## src/rtl/gift_keysched_engine.sv

```systemverilog
// GIFT-128 key schedule engine: expands a 128-bit master key into ROUNDS
// 32-bit round keys. It emits LANES keys per beat through a small output FIFO
// with valid/ready handshaking.
module gift_keysched_engine #(
  parameter int ROUNDS = 40,
  parameter int LANES  = 1,
  parameter int DEPTH  = 4
) (
  input  logic                  clk,
  input  logic                  rst,
  input  logic [127:0]          key_in,
  input  logic                  start,
  input  logic                  abort,
  output logic                  busy,
  output logic                  rk_valid,
  input  logic                  rk_ready,
  output logic [32*LANES-1:0]   rk_data,
  output logic [5:0]            rk_idx,
  output logic                  rk_last,
  output logic                  done
);

  localparam int DW = 32 * LANES;
  localparam int PW = $clog2(DEPTH);
  localparam int CW = PW + 1;

  typedef enum logic [1:0] {IDLE, RUN, DRAIN} state_t;

  typedef struct packed {
    logic          last;
    logic [5:0]    idx;
    logic [DW-1:0] data;
  } beat_t;

  // Rotate a 16-bit half right by n positions.
  function automatic logic [15:0] ror16(input logic [15:0] x, input int n);
    return (x >> n) | (x << (16 - n));
  endfunction

  // Key-word update applied to the word that wraps from K0 to K3.
  function automatic logic [31:0] ku(input logic [31:0] w);
    return {ror16(w[31:16], 2), ror16(w[15:0], 12)};
  endfunction

  state_t        state_q, state_d;
  logic [31:0]   key_q   [4];
  logic [31:0]   key_adv [4];
  logic [5:0]    ctr_q;
  beat_t         mem [DEPTH];
  logic [PW-1:0] wr_ptr_q, rd_ptr_q;
  logic [CW-1:0] count_q;
  beat_t         beat_in, head;
  logic          pop, push, can_accept, last_beat, done_int;

  assign head       = mem[rd_ptr_q];
  assign rk_valid   = (count_q != '0) && !rst;
  assign pop        = rk_valid && rk_ready;
  assign can_accept = (count_q < CW'(DEPTH)) || pop;
  assign push       = (state_q == RUN) && can_accept && !abort;
  assign last_beat  = ({1'b0, ctr_q} + 7'(LANES)) == 7'(ROUNDS);

  assign busy    = (state_q != IDLE) && !rst;
  assign rk_data = rk_valid ? head.data : '0;
  assign rk_idx  = rk_valid ? head.idx  : '0;
  assign rk_last = rk_valid && head.last;
  assign done    = done_int && !rst;

  // Advance the key state by LANES steps. Each word is updated at most once
  // because LANES <= 4.
  always_comb begin
    for (int i = 0; i < 4; i++) begin
      if (i + LANES < 4) key_adv[i] = key_q[2'((i + LANES) % 4)];
      else               key_adv[i] = ku(key_q[2'((i + LANES) % 4)]);
    end
  end

  // Assemble the beat to push: lane j carries the current Kj.
  always_comb begin
    beat_in      = '0;
    beat_in.idx  = ctr_q;
    beat_in.last = last_beat;
    for (int j = 0; j < LANES; j++) beat_in.data[32*j +: 32] = key_q[2'(j)];
  end

  // FSM state register.
  // NOTE: sequential state is always updated with non-blocking assignments,
  // so every flop samples the values from before the edge.
  always_ff @(posedge clk) begin
    if (rst) state_q <= IDLE;
    else     state_q <= state_d;
  end

  // Next-state logic and the done pulse. Abort overrides every transition.
  always_comb begin
    state_d  = state_q;
    done_int = 1'b0;
    if (abort) begin
      state_d = IDLE;
    end else begin
      case (state_q)
        IDLE:    if (start) state_d = RUN;
        RUN:     if (push && last_beat) state_d = DRAIN;
        DRAIN:   if (count_q == '0) begin
                   state_d  = IDLE;
                   done_int = 1'b1;
                 end
        default: state_d = IDLE;
      endcase
    end
  end

  // Key state, round counter and FIFO bookkeeping.
  always_ff @(posedge clk) begin
    if (rst) begin
      for (int i = 0; i < 4; i++) key_q[i] <= '0;
      ctr_q    <= '0;
      wr_ptr_q <= '0;
      rd_ptr_q <= '0;
      count_q  <= '0;
    end else if (abort) begin
      ctr_q    <= '0;
      wr_ptr_q <= '0;
      rd_ptr_q <= '0;
      count_q  <= '0;
    end else begin
      if (state_q == IDLE && start) begin
        for (int i = 0; i < 4; i++) key_q[i] <= key_in[32*i +: 32];
        ctr_q <= '0;
      end
      if (push) begin
        for (int i = 0; i < 4; i++) key_q[i] <= key_adv[i];
        ctr_q    <= ctr_q + 6'(LANES);
        wr_ptr_q <= wr_ptr_q + PW'(1);
      end
      if (pop) rd_ptr_q <= rd_ptr_q + PW'(1);
      case ({push, pop})
        2'b10:   count_q <= count_q + CW'(1);
        2'b01:   count_q <= count_q - CW'(1);
        default: count_q <= count_q;
      endcase
    end
  end

  // FIFO storage write port.
  // NOTE: the storage array is not reset. The count and pointers alone decide
  // validity, and the outputs are masked while the FIFO is empty.
  always_ff @(posedge clk) begin
    if (push) mem[wr_ptr_q] <= beat_in;
  end

endmodule

```

## config.mk

```make
export PLATFORM = sky130hd
export DESIGN_NAME = gift_keysched_engine
export DESIGN_NICKNAME = d
export VERILOG_FILES = /design/src/rtl/gift_keysched_engine.sv
export SDC_FILE = /design/constraint.sdc
export NUM_CORES = 1
export LEC_CHECK = 0
export CAP_MARGIN = 20
export CORE_AREA = 2 2 167 169
export CTS_BUF_LIST = sky130_fd_sc_hd__clkbuf_4 sky130_fd_sc_hd__clkbuf_8 sky130_fd_sc_hd__clkbuf_16
export DETAILED_ROUTE_END_ITERATION = 10
export DIE_AREA = 0 0 169 171
export PLACE_DENSITY = 0.66
export RECOVER_POWER = 25
export SYNTH_ARGS = -nofsm -noshare
export SYNTH_HDL_FRONTEND = slang
export SYNTH_SLANG_ARGS = --single-unit
export TNS_END_PERCENT = 100
```

## constraint.sdc

```tcl
create_clock -name clk -period 7.35 [get_ports clk]
set_input_delay 1.1025 -clock clk [delete_from_list [all_inputs] [get_ports clk]]
set_output_delay 1.1025 -clock clk [all_outputs]
set_load 0.02 [all_outputs]
```

# ---- After elaboration in Yosys (flattened, before gate mapping)
# Memories as Yosys holds them, arrays and structs flattened. A register that Yosys moved wholly into a read port is not among the register bits.
# Index checks and enable logic that the tools add are counted.
dict set report word_totals {
  register_bits 15
  mem_bits_rw 284
  input_bits 133
  out_inout_bits 42
  wordCells 85
  n_memories 2
}
# memory words word_bits rd rd_ports_with_merged_regs write_ports line_no
set mem_list {}
lappend mem_list {mem 4 39 1 1 1 49} ;# beat_t mem [DEPTH];
lappend mem_list {key_q 4 32 4 0 4 46} ;# logic [31:0] key_q [4];
dict set report classes {
  add_sub_neg 6
  n_lt_le_gt_ge 1
  n_eq_ne 8
  muxes 33
  bitwise 10
  reduce_logical 20
}
# operator count
set op_table {}
lappend op_table {{32-bit 2-to-1 mux} 9}
lappend op_table {{6-bit 2-to-1 mux} 3}
lappend op_table {{14-bit by 16-bit bitwise OR with 16-bit output} 1}
lappend op_table {{4-bit by 16-bit bitwise OR with 16-bit output} 1}
lappend op_table {{1-bit 2-to-1 mux} 14}
lappend op_table {{2-bit 2-to-1 mux} 5}
lappend op_table {{1-bit logical AND} 9}
lappend op_table {{1-bit bitwise OR} 8}
lappend op_table {{6-bit by 1-bit adder with 7-bit output (second input constant)} 1}
lappend op_table {{7-bit by 6-bit equality test with 1-bit output (second input constant)} 1}
lappend op_table {{6-bit by 1-bit adder with 6-bit output (second input constant)} 1}
lappend op_table {{2-bit case mux with 3 select lines} 1}
lappend op_table {{3-bit case mux with 2 select lines} 1}
lappend op_table {{2-bit nonzero test} 3}
lappend op_table {{2-bit by 1-bit adder with 2-bit output (second input constant)} 2}
lappend op_table {{2-bit by 1-bit equality test with 1-bit output (second input constant)} 2}
lappend op_table {{2-bit equality test (second input constant)} 2}
lappend op_table {{2-bit inequality test (second input constant)} 2}
lappend op_table {{3-bit by 1-bit adder with 3-bit output (second input constant)} 1}
lappend op_table {{3-bit zero test} 1}
lappend op_table {{3-bit < comparator (second input constant)} 1}
lappend op_table {{3-bit AND reduction} 1}
lappend op_table {{3-bit nonzero test} 1}
lappend op_table {{3-bit by 1-bit subtractor with 3-bit output (second input constant)} 1}
lappend op_table {{other kinds (5)} 6}

# ---- Logic depth before layout (Yosys ltp)
dict set report depth {
  ltp_word 11
  ltp_mapped 11
  depth_no_buf 9
}

# ---- Least setup slack after synthesis
# Ideal clock, no wire load.
dict set report synth_timing {
  kind {in2out}
  start {input port rst}
  end {output port done}
  arrival_ns 2.688
  required_ns 6.247
  path_slack_ns 3.559
  stages 5
  path_buffers 2
  cell_sequence {buf_2 -> or2_1 -> buf_4 -> or3b_2 -> nor4_1}
}
dict set report synth_via {
  elab_chain_cells 2
}
# item line_no
set synth_lines {}
lappend synth_lines {{start, declared} 10} ;# input logic rst,
lappend synth_lines {{1-bit zero test} 66} ;# assign done = done_int && !rst;
lappend synth_lines {{1-bit logical AND} 66}
lappend synth_lines {{end, declared} 20} ;# output logic done
# Every way passes these cells.

# ---- Final worst setup path
# Ends and elaborated chain as after synthesis.

==> impl_metrics.py <==
metrics = {
    "global_route": {
        "grt_pass1_wl_um": 38900,
        "met2_usage_pct": 28.3,
        "antenna_found_initial": 0,
        "grt_busiest_layer": "met2",
        "grtUsageMet1_pct": 26.2,
        "first_global_vias": 6461,
        "grt_max_degree": 130,
        "grt.total_usage_pct": 17.8,
        "gr-usage-met3_pct": 3.17,
        "grt_overflow": 0,
    },
    "outcome": {
        "run_status": "finished clean",
    },
    "critical_path": {
        "critPathTopFamily": "simple AND/OR/NAND/NOR gates",
        "crit_arrival_ps": 3820,
        "r2r_slack_ps": 4560,
        "startpoint_type": "input pin",
        "path_cells": "clkdlybuf4s50_1 -> or2_1 -> or3b_2 -> nor4_1 -> clkdlybuf4s50_1",
        "critical_path_required_ps": 6250,
        "r2r_end": "key_q[3][24]$_DFFE_PP_",
        "ff2ff_path_depth": 4,
        "crit_path_end_kind": "output port",
        "slowest_delay_ps": 680,
        "crit_top_cell": "clkdlybuf4s50_1",
        "crit_buf_inv": 2,
        "regToRegStartpoint": "state_q[1]$_SDFFE_PP0P_",
        "path_class": "in -> out",
        "cp_slowest_cell": "clkdlybuf4s50_1",
        "crit_fanout": 18,
    },
    "drt": {
        "wire_per_inst_um": 22.0,
        "drt_wl_total_um": 26000,
        "dr_total_vias": 6452,
        "first_iter_violations": 396,
        "final_antenna_net_count": 0,
        "first_pass_iters": 4,
        "drc": 0,
        "viasPerCell": 5.47,
    },
    "power_and_ir_drop": {
        "ir_drop_v": 0.000209,
        "powerDensity_nw_per_um2": 247,
        "leakagePower_nw": 5.03,
    },
    "floorplanning": {
        "start_util_pct": 43.8,
        "io_pins": 175,
        "design.core.area_um2": 27300,
        "rows": 61,
        "die_h_um": 171,
        "dieArea_um2": 28900,
        "fp.dieW_um": 169,
    },
    "logic_synthesis": {
        "synthMuxAreaShare_pct": 7.69,
        "synth_fa_ha_area_share_pct": 0.794,
        "synth_top_flop_cell": "edfxtp_1",
        "synth_xor_area_share_pct": 0.366,
        "synth_cell_types": 37,
        "synth_top_family_by_area": "compound AO/OA/AOI/OAI gates",
        "ys_seq_area_share_pct": 74.0,
        "avgSynthCellArea_um2": 18.7,
        "synthTopCellsByArea": "edfxtp_1 71%, a22o_1 9.4%, mux4_2 7.3%, dfxtp_1 2.8%, and2_1 2.4%",
        "syn_nets": 781,
        "synth_top_area_share_pct": 71.2,
        "async_flop_share_pct": 0,
        "synth-edff-count": 284,
        "synth-simple-area-share_pct": 4.17,
        "synth-seq-cells": 301,
        "synth_area_um2": 12000,
        "synth_compound_area_share_pct": 10.5,
        "synth_top_area_cell": "edfxtp_1",
        "yosysWarnings": 0,
        "synthCells": 641,
    },
    "place": {
        "dp_cells": 1121,
        "port_buffers": 174,
        "pre_cts_slack_ps": 2470,
        "dp_hpwl_um": 16300,
        "place.gp.congestion": 0.870,
    },
    "min_path": {
        "hp-class": "reg -> reg",
        "holdPathEnd": "key_q[1][27]$_SDFFCE_PP0P_",
        "hold_depth": 1,
        "hold_start": "key_q[2][27]$_DFFE_PP_",
    },
    "cts": {
        "postCtsSetupRepairBufs": 0,
        "clkTransAtPathRegs_ps": 60,
        "cts.sinks": 301,
        "cts_max_level": 1,
        "cts_resized": 0,
        "clockBufferDepth": 3,
        "root_buffer": "clkbuf_16",
        "postCtsHoldBufs": 0,
        "numCtsBuffers": 30,
        "clkLatencyLatePin_ps": 540,
        "cts_tree": "built",
    },
    "layout": {
        "final_common_cell": "edfxtp_1",
        "drive_gt1_share_pct": 13.8,
        "stdcell_count": 1180,
        "layout_common_cells": "284 x edfxtp_1, 174 x clkdlybuf4s50_1, 128 x a22o_1",
        "syn2layout_area_growth_pct": 25.6,
        "nets": 949,
        "fillerInstances": 2121,
    },
    "timing": {
        "worst_pin_slew_ps": 1080,
        "slew_viol_final": 0,
        "fmax_mhz": 203,
        "skew_ps": 10.0,
        "hold_viol": 0,
        "slew_headroom_pct": 28.0,
        "final.setup.tns_ps": 0,
        "fin_ws_ps": 2430,
        "fin_crit_ps": 4920,
        "setup_viol": 0,
        "post-route-period-util_pct": 67.0,
        "rsz0062_at_grt": "no",
    },
    "job": {
        "maxCapViolCount": 0,
    },
}
[worst max-delay path by stage]
stage               from    to  slack [ps]  cells after the start
floorplan            rst  done        3560                      5
detailed placement   rst  done        2470                      5
CTS                  rst  done        2460                      5
global placement     rst  done        2560                      5
global route         rst  done        2300                      5
finish               rst  done        2430                      5
[final cells by class]
type	count	area, µm²	area share (%)
clock inverters	23	234	1.56
repair buffers	180	1820	12.1
multi-input cells	286	2850	19.0
clock buffers	33	791	5.26
inverters	10	37.5	0.249
diodes	1	2.50	0.0166
flip-flops and latches	301	8870	59.0
well taps	346	433	2.88
[Yosys cell counts, types with 3 or more instances]
library cell and number:
a21oi_1 8, buf_2 20, edfxtp_1 284, dfxtp_1 17, clkbuf_1 9, and2_1 45, inv_1 10, nand3b_1 4
o21ai_0 3, nand2b_1 6, nor2_1 14, mux4_2 39, xnor2_1 3, a22o_1 128, ha_1 6, a211oi_1 3
buf_4 14
[flip-flops by register name (all words and copies together), names as in the netlist, named ones only]
register	flops
mem	156
key_q	128
ctr_q	6
count_q	3
rd_ptr_q	2
state_q	2
wr_ptr_q	2
[where the power goes]
part / switching [mW] / total (mW) / internal [mW]
clock: 0.638 / 1.56 / 0.918
sequential: 0.0394 / 1.99 / 1.95
combinational: 0.0801 / 0.177 / 0.0968
[cell families after synthesis]
group	after synthesis
muxes	43
buffers and inverters	54
AOI/OAI and AO/OA	147
and+or+nand+nor	84
DFF	301
adders and majority gates	7
xor gates and xnor gates	5
[metrics by stage]
stage | util (%) | power, mW | hold slack (ps) | area (µm²)
after CTS | 54.9 | 3.75 | 528 | 15000
after detailed placement | 51.1 | 2.20 | 517 | 14000
after global routing | 55.1 | 3.84 | 549 | 15000
after floorplan | - | 2.08 | 483 | 12000
after global placement | 51.1 | 2.20 | 502 | 14000
final | 55.1 | 3.72 | 528 | 15000
[routing by layer]
metal  up-vias  routed length, µm
met5         -                  0
met4         0                262
met3        19               1360
met2       192              12500
met1      3284              11800
li1       2957                  -
Power figures use the tool's default switching activity.
